### config.mk
export PLATFORM = sky130hd
export DESIGN_NAME = csr_rmw_unit
export DESIGN_NICKNAME = d
export VERILOG_FILES = /design/src/rtl/csr_pkg.sv /design/src/rtl/csr_counter64.sv /design/src/rtl/csr_rmw_unit.sv
export SDC_FILE = /design/constraint.sdc
export NUM_CORES = 1
export LEC_CHECK = 0
export CAP_MARGIN = 15
export CORE_ASPECT_RATIO = 1.2
export CORE_MARGIN = 8
export CORE_UTILIZATION = 35
export DETAILED_ROUTE_END_ITERATION = 10
export GPL_TIMING_DRIVEN = 0
export SYNTH_ARGS = -nofsm -noshare
export SYNTH_HDL_FRONTEND = slang
export SYNTH_SLANG_ARGS = --single-unit
### constraint.sdc
create_clock -name clk -period 14.9 [get_ports clk]
set_input_delay 2.98 -clock clk [delete_from_list [all_inputs] [get_ports clk]]
set_output_delay 2.98 -clock clk [all_outputs]
set_load 0.02 [all_outputs]
### src/rtl/csr_pkg.sv
`default_nettype none
// ============================================================================
// Module      : csr_pkg
// Description : Shared definitions for the CSR read-modify-write unit:
//               CSR addresses, Zicsr funct3 encodings, FSM state type and
//               mcountinhibit bit positions.
// Revision    : 1.0 - initial release
// ============================================================================
package csr_pkg;

    // User read-only shadows
    localparam logic [11:0] c_csr_cycle         = 12'hC00;
    localparam logic [11:0] c_csr_time          = 12'hC01;
    localparam logic [11:0] c_csr_instret       = 12'hC02;
    localparam logic [11:0] c_csr_cycleh        = 12'hC80;
    localparam logic [11:0] c_csr_timeh         = 12'hC81;
    localparam logic [11:0] c_csr_instreth      = 12'hC82;
    // Machine writable counters and scratch
    localparam logic [11:0] c_csr_mcycle        = 12'hB00;
    localparam logic [11:0] c_csr_minstret      = 12'hB02;
    localparam logic [11:0] c_csr_mcycleh       = 12'hB80;
    localparam logic [11:0] c_csr_minstreth     = 12'hB82;
    localparam logic [11:0] c_csr_mcountinhibit = 12'h320;
    localparam logic [11:0] c_csr_mscratch      = 12'h340;

    // funct3 encodings; bit 2 selects the immediate (zimm) operand
    localparam logic [2:0] c_f3_csrrw  = 3'b001;
    localparam logic [2:0] c_f3_csrrs  = 3'b010;
    localparam logic [2:0] c_f3_csrrc  = 3'b011;
    localparam logic [2:0] c_f3_csrrwi = 3'b101;
    localparam logic [2:0] c_f3_csrrsi = 3'b110;
    localparam logic [2:0] c_f3_csrrci = 3'b111;

    // mcountinhibit implemented bits
    localparam int unsigned c_mci_cy = 0;
    localparam int unsigned c_mci_ir = 2;

    typedef enum logic [1:0] {
        ST_IDLE = 2'd0,
        ST_EXEC = 2'd1,
        ST_RESP = 2'd2
    } csr_state_e;

endpackage
`default_nettype wire

### src/rtl/csr_counter64.sv
`default_nettype none
// ============================================================================
// Module      : csr_counter64
// Description : 2*XLEN-bit counter with count enable and independent lo/hi
//               half write strobes. Any write takes priority over the
//               increment for that cycle; the unwritten half holds.
// Revision    : 1.0 - initial release
// Ports       : clk, reset (async, active-high)
//               en_i      - increment enable
//               wr_lo_i   - write low half with wdata_i
//               wr_hi_i   - write high half with wdata_i
//               wdata_i   - write data (XLEN)
//               count_o   - current counter value (2*XLEN)
// ============================================================================
module csr_counter64 #(
    parameter int XLEN = 32
) (
    input  logic                clk,
    input  logic                reset,
    input  logic                en_i,
    input  logic                wr_lo_i,
    input  logic                wr_hi_i,
    input  logic [XLEN-1:0]     wdata_i,
    output logic [2*XLEN-1:0]   count_o
);

    localparam logic [2*XLEN-1:0] c_one = {{(2*XLEN-1){1'b0}}, 1'b1};

    logic [2*XLEN-1:0] count_q;
    logic [2*XLEN-1:0] count_d;

    always_comb begin
        count_d = count_q;
        if (wr_lo_i || wr_hi_i) begin
            // Increment is dropped entirely so no carry reaches the other half
            if (wr_lo_i) count_d[XLEN-1:0]      = wdata_i;
            if (wr_hi_i) count_d[2*XLEN-1:XLEN] = wdata_i;
        end else if (en_i) begin
            count_d = count_q + c_one;
        end
    end

    always_ff @(posedge clk or posedge reset) begin
        if (reset) count_q <= '0;
        else       count_q <= count_d;
    end

    assign count_o = count_q;

endmodule
`default_nettype wire

### src/rtl/csr_rmw_unit.sv
`default_nettype none
// ============================================================================
// Module      : csr_rmw_unit
// Description : Executes Zicsr read-modify-write instructions against the
//               machine counter file (mcycle, minstret, mcountinhibit,
//               mscratch) and the user read-only shadows (cycle/time/instret).
//               Request/response valid-ready handshakes; IDLE->EXEC->RESP.
// Revision    : 1.0 - initial release
// Ports       : clk, reset (async, active-high)
//               req_*   - request channel (funct3, address, rs1 data/field)
//               instret_inc - one instruction retired this cycle
//               resp_*  - response channel (old CSR value, illegal flag)
// ============================================================================
module csr_rmw_unit
    import csr_pkg::*;
#(
    parameter int XLEN     = 32,
    parameter int TIME_DIV = 1
) (
    input  logic            clk,
    input  logic            reset,
    input  logic            req_valid,
    output logic            req_ready,
    input  logic [2:0]      req_funct3,
    input  logic [11:0]     req_csr_addr,
    input  logic [XLEN-1:0] req_rs1_data,
    input  logic [4:0]      req_rs1_field,
    input  logic            instret_inc,
    output logic            resp_valid,
    input  logic            resp_ready,
    output logic [XLEN-1:0] resp_rdata,
    output logic            resp_illegal
);

    localparam logic [XLEN-1:0] c_mci_mask = (XLEN'(1) << c_mci_cy) | (XLEN'(1) << c_mci_ir);
    localparam logic [7:0]      c_presc_max = 8'(TIME_DIV - 1);

    csr_state_e state_q, state_d;

    logic [2:0]        funct3_q;
    logic [11:0]       addr_q;
    logic [XLEN-1:0]   rs1_data_q;
    logic [4:0]        rs1_field_q;
    logic [XLEN-1:0]   rdata_q, rdata_d;
    logic              illegal_q, illegal_d;
    logic [XLEN-1:0]   mcountinhibit_q;
    logic [XLEN-1:0]   mscratch_q;
    logic [7:0]        presc_q;

    logic [2*XLEN-1:0] mcycle_w, minstret_w, time_w;
    logic [XLEN-1:0]   old_w, operand_w, new_w;
    logic              mapped_w, wants_write_w, illegal_w, do_write_w, time_tick_w;

    // ------------------------------------------------------------------
    // Counters
    // ------------------------------------------------------------------
    assign time_tick_w = (presc_q == c_presc_max);

    csr_counter64 #(.XLEN(XLEN)) u_mcycle (
        .clk     (clk),
        .reset   (reset),
        .en_i    (~mcountinhibit_q[c_mci_cy]),
        .wr_lo_i (do_write_w && (addr_q == c_csr_mcycle)),
        .wr_hi_i (do_write_w && (addr_q == c_csr_mcycleh)),
        .wdata_i (new_w),
        .count_o (mcycle_w)
    );

    csr_counter64 #(.XLEN(XLEN)) u_minstret (
        .clk     (clk),
        .reset   (reset),
        .en_i    (instret_inc && ~mcountinhibit_q[c_mci_ir]),
        .wr_lo_i (do_write_w && (addr_q == c_csr_minstret)),
        .wr_hi_i (do_write_w && (addr_q == c_csr_minstreth)),
        .wdata_i (new_w),
        .count_o (minstret_w)
    );

    // time is read-only from the CSR side, so its write strobes are tied off
    csr_counter64 #(.XLEN(XLEN)) u_time (
        .clk     (clk),
        .reset   (reset),
        .en_i    (time_tick_w),
        .wr_lo_i (1'b0),
        .wr_hi_i (1'b0),
        .wdata_i ('0),
        .count_o (time_w)
    );

    // ------------------------------------------------------------------
    // Read mux, operand select and modify
    // ------------------------------------------------------------------
    always_comb begin
        old_w    = '0;
        mapped_w = 1'b1;
        case (addr_q)
            c_csr_cycle,   c_csr_mcycle:    old_w = mcycle_w[XLEN-1:0];
            c_csr_cycleh,  c_csr_mcycleh:   old_w = mcycle_w[2*XLEN-1:XLEN];
            c_csr_instret, c_csr_minstret:  old_w = minstret_w[XLEN-1:0];
            c_csr_instreth, c_csr_minstreth: old_w = minstret_w[2*XLEN-1:XLEN];
            c_csr_time:                     old_w = time_w[XLEN-1:0];
            c_csr_timeh:                    old_w = time_w[2*XLEN-1:XLEN];
            c_csr_mcountinhibit:            old_w = mcountinhibit_q;
            c_csr_mscratch:                 old_w = mscratch_q;
            default:                        mapped_w = 1'b0;
        endcase
    end

    assign operand_w = funct3_q[2] ? {{(XLEN-5){1'b0}}, rs1_field_q} : rs1_data_q;

    always_comb begin
        new_w = old_w;
        case (funct3_q[1:0])
            2'b01:   new_w = operand_w;
            2'b10:   new_w = old_w | operand_w;
            2'b11:   new_w = old_w & ~operand_w;
            default: new_w = old_w;
        endcase
    end

    // Set/clear with x0/zimm=0 is a pure read and may target read-only CSRs
    assign wants_write_w = (funct3_q[1:0] == 2'b01) || (rs1_field_q != 5'd0);
    assign illegal_w     = !mapped_w
                        || (funct3_q[1:0] == 2'b00)
                        || (wants_write_w && (addr_q[11:10] == 2'b11));
    assign do_write_w    = (state_q == ST_EXEC) && wants_write_w && !illegal_w;

    // ------------------------------------------------------------------
    // FSM
    // ------------------------------------------------------------------
    always_comb begin
        state_d    = state_q;
        req_ready  = 1'b0;
        resp_valid = 1'b0;
        rdata_d    = rdata_q;
        illegal_d  = illegal_q;
        case (state_q)
            ST_IDLE: begin
                req_ready = 1'b1;
                if (req_valid) state_d = ST_EXEC;
            end
            ST_EXEC: begin
                rdata_d   = old_w;
                illegal_d = illegal_w;
                state_d   = ST_RESP;
            end
            ST_RESP: begin
                resp_valid = 1'b1;
                if (resp_ready) state_d = ST_IDLE;
            end
            default: state_d = ST_IDLE;
        endcase
    end

    always_ff @(posedge clk or posedge reset) begin
        if (reset) state_q <= ST_IDLE;
        else       state_q <= state_d;
    end

    // ------------------------------------------------------------------
    // Datapath registers
    // ------------------------------------------------------------------
    always_ff @(posedge clk or posedge reset) begin
        if (reset) begin
            funct3_q        <= '0;
            addr_q          <= '0;
            rs1_data_q      <= '0;
            rs1_field_q     <= '0;
            rdata_q         <= '0;
            illegal_q       <= 1'b0;
            mcountinhibit_q <= '0;
            mscratch_q      <= '0;
            presc_q         <= '0;
        end else begin
            if (state_q == ST_IDLE && req_valid) begin
                funct3_q    <= req_funct3;
                addr_q      <= req_csr_addr;
                rs1_data_q  <= req_rs1_data;
                rs1_field_q <= req_rs1_field;
            end
            rdata_q   <= rdata_d;
            illegal_q <= illegal_d;
            if (do_write_w && addr_q == c_csr_mcountinhibit)
                mcountinhibit_q <= new_w & c_mci_mask;
            if (do_write_w && addr_q == c_csr_mscratch)
                mscratch_q <= new_w;
            presc_q <= time_tick_w ? 8'd0 : presc_q + 8'd1;
        end
    end

    assign resp_rdata   = rdata_q;
    assign resp_illegal = illegal_q;

endmodule
`default_nettype wire
; ---- Yosys cells after proc, flatten, opt, wreduce, memory -nomap -nowiden
; Cells that the tools add are included.
; W data, S select, Z words.
[word_totals]
register_bits = 321
input_bits = 57
output_inout_bits = 35
wordCells = 99
[classes]
n_addsub = 4
n_eq_ne = 25
n_mux = 18
bitwise_logic = 4
n_reduce_logical = 33
[ops]
columns = op, count
row1 = $mux W64, 4
row2 = $pmux W32 S8, 1
row3 = $add A64 B1 Y64 const B, 3
row4 = $mux W32, 5
row5 = $eq A12 B12 Y1 const B, 10
row6 = $pmux W32 S3, 1
row7 = $and A32 B32 Y32, 1
row8 = $not A32 Y32, 1
row9 = $or A32 B32 Y32, 1
row10 = $eq A12 B10 Y1 const B, 2
row11 = $reduce_or A12 Y1, 1
row12 = $logic_and A1 B1 Y1, 11
row13 = $ne A2 B1 Y1 const B, 5
row14 = $reduce_and A2 Y1, 5
row15 = $add A8 B1 Y8 const B, 1
row16 = $eq A2 B2 Y1 const B, 4
row17 = $logic_not A8 Y1, 1
row18 = $mux W8, 1
row19 = $reduce_or A2 Y1, 4
row20 = $pmux W2 S3, 1
row21 = $logic_or A1 B1 Y1, 5
row22 = $reduce_bool A5 Y1, 1
row23 = $eq A2 B1 Y1 const B, 2
row24 = $logic_not A2 Y1, 2
row25 = 6 further kinds, 11

; ---- Logic depth before layout (Yosys ltp)
[logic_depth]
word_depth = 12
ltp_mapped = 11
ltp_nobuf = 9

; ---- By module
; From an unflattened synthesis, not the netlist that was laid out.
[hier_totals]
cells_unflattened = 2489
area_unflattened_um2 = 21340.5
[modules_own_cells]
columns = module, instances, cells_each, area_each_um2
row1 = csr_rmw_unit, 1, 927, 8540.7
row2 = csr_counter64 at u_mcycle ..., 2, 523, 4242.8
row3 = csr_counter64 at u_minstret, 1, 516, 4314.1

; ---- Least setup slack after synthesis
; No wires, ideal clock.
[synth_path]
path_kind = input to register
from = in instret_inc
to = reg u_minstret.count_q[58] (netlist: u_minstret.count_o[58])
setup_time_ns = 0.094
arrival_time_ns = 4.600
t_required_ns = 14.806
path_slack_ns = 10.206
stages = 8
path_cell_list = nor2b_1 > clkbuf_1 > nand3_1 > nor4_1 > nand4_1 > o21ai_0 > a21oi_1 > a211oi_1
[synth_between]
elab_chain_cells = 3
[synth_rtl]
columns = item, line
row1 = "start, declared", csr_rmw_unit.sv:28  ; input logic instret_inc,
row2 = $logic_and A1 B1 Y1, csr_rmw_unit.sv:72  ; .en_i (instret_inc && ~mcountinhibit_q[c_mci_ir]),
row3 = $reduce_bool A2 Y1 (no line), --
row4 = $reduce_and A2 Y1 (no line), --
row5 = "end signal, assigned", csr_counter64.sv:45  ; else count_q <= count_d;
row6 = "end, declared", csr_counter64.sv:29  ; logic [2*XLEN-1:0] count_q;
; No other way between the ends.
; A chain may end at the register's enable or synchronous reset.

; ---- Worst setup path after layout
; Same ends and word-level chain as after synthesis.

==> results.txt <==
----------------------------------------------------
[Power]
  IR Drop Worst-Case VDD ... 0.0001241 V
  Leakage ... 8.583 nW
  Switching fraction of total power ... 41.56%
  Fraction of power consumed by combinational cells ... 37.0%
  Part of the power in registers ... 33.6%
  Fraction of power consumed by the clock network ... 29.4%
  Int Power ... 0.001949 W
  Total power of the final layout ... 0.003335 W
  Net switching power figure ... between 0.001 and 0.0015 W
  Power per Cell Area ... 152.7 mW/mm^2

[Placement]
  DP Area ... 0.02056 mm^2
  GPL Wtd Cong ... 1.006
  Estimated wirelength of the detail-placed design ... 69010 um
  Buffers added on ports ... 91

[Finish]
  Nets@finish ... 2242
  Ratio of cells with drive above 1 in the final layout ... about 9%
  Final Instance Area ... about 0.022 mm^2
  Growth of design area from synthesis to finish ... 17.93%

[Run status]
  Outcome ... completed

[Critical path]
  Worst EP arrival ... 6.18 ns
  Critical Path Sink Type ... flip-flop
  Data required, critical path ... 15.37 ns
  Startpoint class of the critical path ... primary input
  Type of the worst setup path ... in -> reg
  Maximum net fanout on the critical path ... 7

[STA]
  Worst Max-Slew Pin Slew ... 1.348 ns
  Peak Freq ... 175.2 MHz
  Fraction of the cycle the final worst path needs ... between 30% and 40%
  Minimum clock period ... 5.708 ns
  Final setup violation count ... 0
  Number of slew-limit violations in the final report ... 0
  Final hold viol count ... 0
  Worst slew margin relative to its limit ... 9.718%
  Worst-case clock skew ... 0.02355 ns
  Unrepaired setup endpoints after global routing ... false

[Synth]
  Area share of the largest cell type after synthesis ... 43.36%
  Cell types occupying the most area after synthesis ... sky130_fd_sc_hd__dfrtp_1 (43%), sky130_fd_sc_hd__nand2_1 (4.6%), sky130_fd_sc_hd__mux2_2 (4.6%)
  Post-Syn Nets ... 2091
  Count of unique library cells instantiated by Yosys ... 82
  Post-synthesis register bit count ... 321
  Count of mapped cells out of synthesis ... 2029
  Number of enable flip-flop cells after synthesis ... 0
  Dominant synthesized flop cell ... sky130_fd_sc_hd__dfrtp_1
  Asr flop ratio synth ... 100.0%
  Netlist Area Pre-Place ... 0.01852 mm^2
  Cell with the most instances after synthesis ... sky130_fd_sc_hd__dfrtp_1
  Synth Warn # ... 0
  Syn Area/Cell ... ~9.1 um^2
  Synth top cells by count ... sky130_fd_sc_hd__dfrtp_1 (321), sky130_fd_sc_hd__nand2_1 (228), sky130_fd_sc_hd__o21ai_0 (158), sky130_fd_sc_hd__nor2_1 (130), sky130_fd_sc_hd__a21oi_1 (109)
  Sequential element share of the synthesized area ... a little over two fifths
  Cell taking the most area after synthesis ... sky130_fd_sc_hd__dfrtp_1

[Routing]
  Post-DR vias/cell ... between 6 and 7
  Routed WL ... between 90000 and 100000 um
  Router iterations before antenna repair ... 6
  Routed WL per cell ... 31.26 um
  DRT iter0 DRCs ... 2145
  Residual antenna-violating net count after detailed routing ... 0
  Total vias in the final route ... 18260
  Remaining routing DRC violations ... 0

[Run]
  Number of max-capacitance violations reported ... 0

[Clock network]
  Clock tree from TritonCTS ... done
  CTS clk-pin slew, worst paths ... 0.06 ns
  H-tree level count ... 2
  Post CTS Setup Buffer Count ... 0
  # clock sinks ... 321
  Root cell of the clock tree ... sky130_fd_sc_hd__clkbuf_16
  Number of clock buffers inserted by TritonCTS ... 39
  Clock Tree Buf Depth ... 3
  Clock insertion delay at the later pin of the skew report ... 0.58 ns
  Hold buffer count at CTS ... 0
  Cells resized by post-CTS repair ... 0

[GRT]
  Number of antenna violations at the first check in global routing ... 5
  Vias in the first global route ... approximately 18000
  First-pass GRT wire length ... about 130000 um
  Pin count of the biggest net entering global routing ... 102
  GR Overflow Total ... 0
  All-layer global routing usage ... 29.78%

[Die]
  Total number of placement rows ... 92
  Die width ... approximately 230 um
  Initial core utilization ... 35.37%
  Core area ... 0.05238 mm^2
  Die area ... a little over 0.06 mm^2
  I/O Pins ... 92
  Height of the die ... roughly 270 um

[Min path]
  Class of the tightest hold or removal check ... reg -> reg

----------------------------------------------------
path summary, 6_finish.rpt:
kind | cells after the start | startpoint | end | slack [ns]
worst max-delay path | 9 | instret_inc | u_minstret.count_o[58]$_DFFE_PP0P_ | 9.19
max in group asynchronous | 5 | reset | resp_rdata[9]$_DFFE_PP0N_ | 10.40
worst max register to register | 8 | addr_q[7]$_DFFE_PP0P_ | u_mcycle.count_o[63]$_DFFE_PP0P_ | 9.53
min in group asynchronous | 2 | reset | u_mcycle.count_o[31]$_DFFE_PP0P_ | 2.83
worst min register to register | 1 | u_time.count_o[63]$_DFFE_PP0N_ | u_time.count_o[63]$_DFFE_PP0N_ | 0.48
worst min-delay path | 1 | u_time.count_o[63]$_DFFE_PP0N_ | u_time.count_o[63]$_DFFE_PP0N_ | 0.48
cell usage in the layout, fill, tap and decap left out, types with 50 or more instances in the layout:
cell,n
sky130_fd_sc_hd__dfrtp_1,321
sky130_fd_sc_hd__nand2_1,228
sky130_fd_sc_hd__o21ai_0,155
sky130_fd_sc_hd__nor2_1,130
sky130_fd_sc_hd__clkbuf_1,111
sky130_fd_sc_hd__a21oi_1,109
sky130_fd_sc_hd__nand3_1,97
sky130_fd_sc_hd__clkdlybuf4s50_1,91
sky130_fd_sc_hd__xnor2_1,86
sky130_fd_sc_hd__mux2_2,75
sky130_fd_sc_hd__nor3_1,58
sky130_fd_sc_hd__mux2i_1,53
sky130_fd_sc_hd__and3_1,50
sequential cells by signal (all words and copies together), names as in the netlist:
register            count
addr_q                 12
u_mcycle.count_o       64
resp_illegal            1
mscratch_q             32
mcountinhibit_q         2
presc_q                 8
state_q                 2
resp_rdata             32
funct3_q                3
u_time.count_o         64
rs1_data_q             32
u_minstret.count_o     64
rs1_field_q             5
worst max-delay path, cell delays in order:
cell and delay (ns):
sky130_fd_sc_hd__clkdlybuf4s50_1 0.57, sky130_fd_sc_hd__nor2b_1 0.16, sky130_fd_sc_hd__clkbuf_1 0.33, sky130_fd_sc_hd__nand3_1 0.25, sky130_fd_sc_hd__nor4_1 0.98, sky130_fd_sc_hd__nand4_1 0.35, sky130_fd_sc_hd__o21ai_0 0.26, sky130_fd_sc_hd__a21oi_1 0.09
sky130_fd_sc_hd__a211oi_1 0.20
final cells by class:
cell class,count,area (um^2)
tap,705,882.1
clock inverter,11,161.4
sequential,321,8033
inverter,27,108.9
clock buffer,58,1107
multi-input combinational,1557,9923
antenna,2,5.005
buffer,124,488.0
fill,5223,30530
timing repair buffer,110,1137
power groups by stage:
stage | Combinational (W) | Clock [W] | Sequential [W]
2_1_floorplan | 0.000638 | 0 | 0.00108
3_3_place_gp | 0.00114 | 0 | 0.00113
3_5_place_dp | 0.00119 | 0 | 0.00113
4_1_cts | 0.00120 | 0.000987 | 0.00111
5_1_grt | 0.00126 | 0.00102 | 0.00113
6_report | 0.00123 | 0.000980 | 0.00112
cell families (layout without fill, tap and decap cells):
kind of cell | after synthesis | in the layout | synth area share (%)
and+or+nand+nor | 780 | 780 | 21.36
AOI/OAI and AO/OA | 539 | 539 | 19.07
DFF | 321 | 321 | 43.36
buffers and inverters | 151 | 330 | 3.181
muxes | 132 | 132 | 7.910
xor gates and xnor gates | 101 | 101 | 4.775
adders and majority gates | 5 | 5 | 0.3377
other | 0 | 2 | 0
stage by stage:
step	setup TNS, ns	setup WS [ns]	cells	util, %	hold WS [ns]
floorplan	0	3.035	2029	-	0.4418
global placement	-477.54	-1.537	2825	38.79	0.4558
detailed placement	0	8.712	2843	39.26	0.4700
CTS	0	9.276	2912	41.69	0.4824
global route	0	8.993	2913	41.70	0.4946
finish	0	9.192	2915	41.71	0.4800
metal layers:
metal / vias up / GRT usage (%) / share of wire, %
met2: 966 / 45.87 / 44
met5: - / 0 / 0.030
met1: 9133 / 36.53 / 39
met3: 305 / 6.386 / 8.5
li1: 7852 / - / -
met4: 4 / 22.06 / 8.9
(Power assumes the default switching activity.)
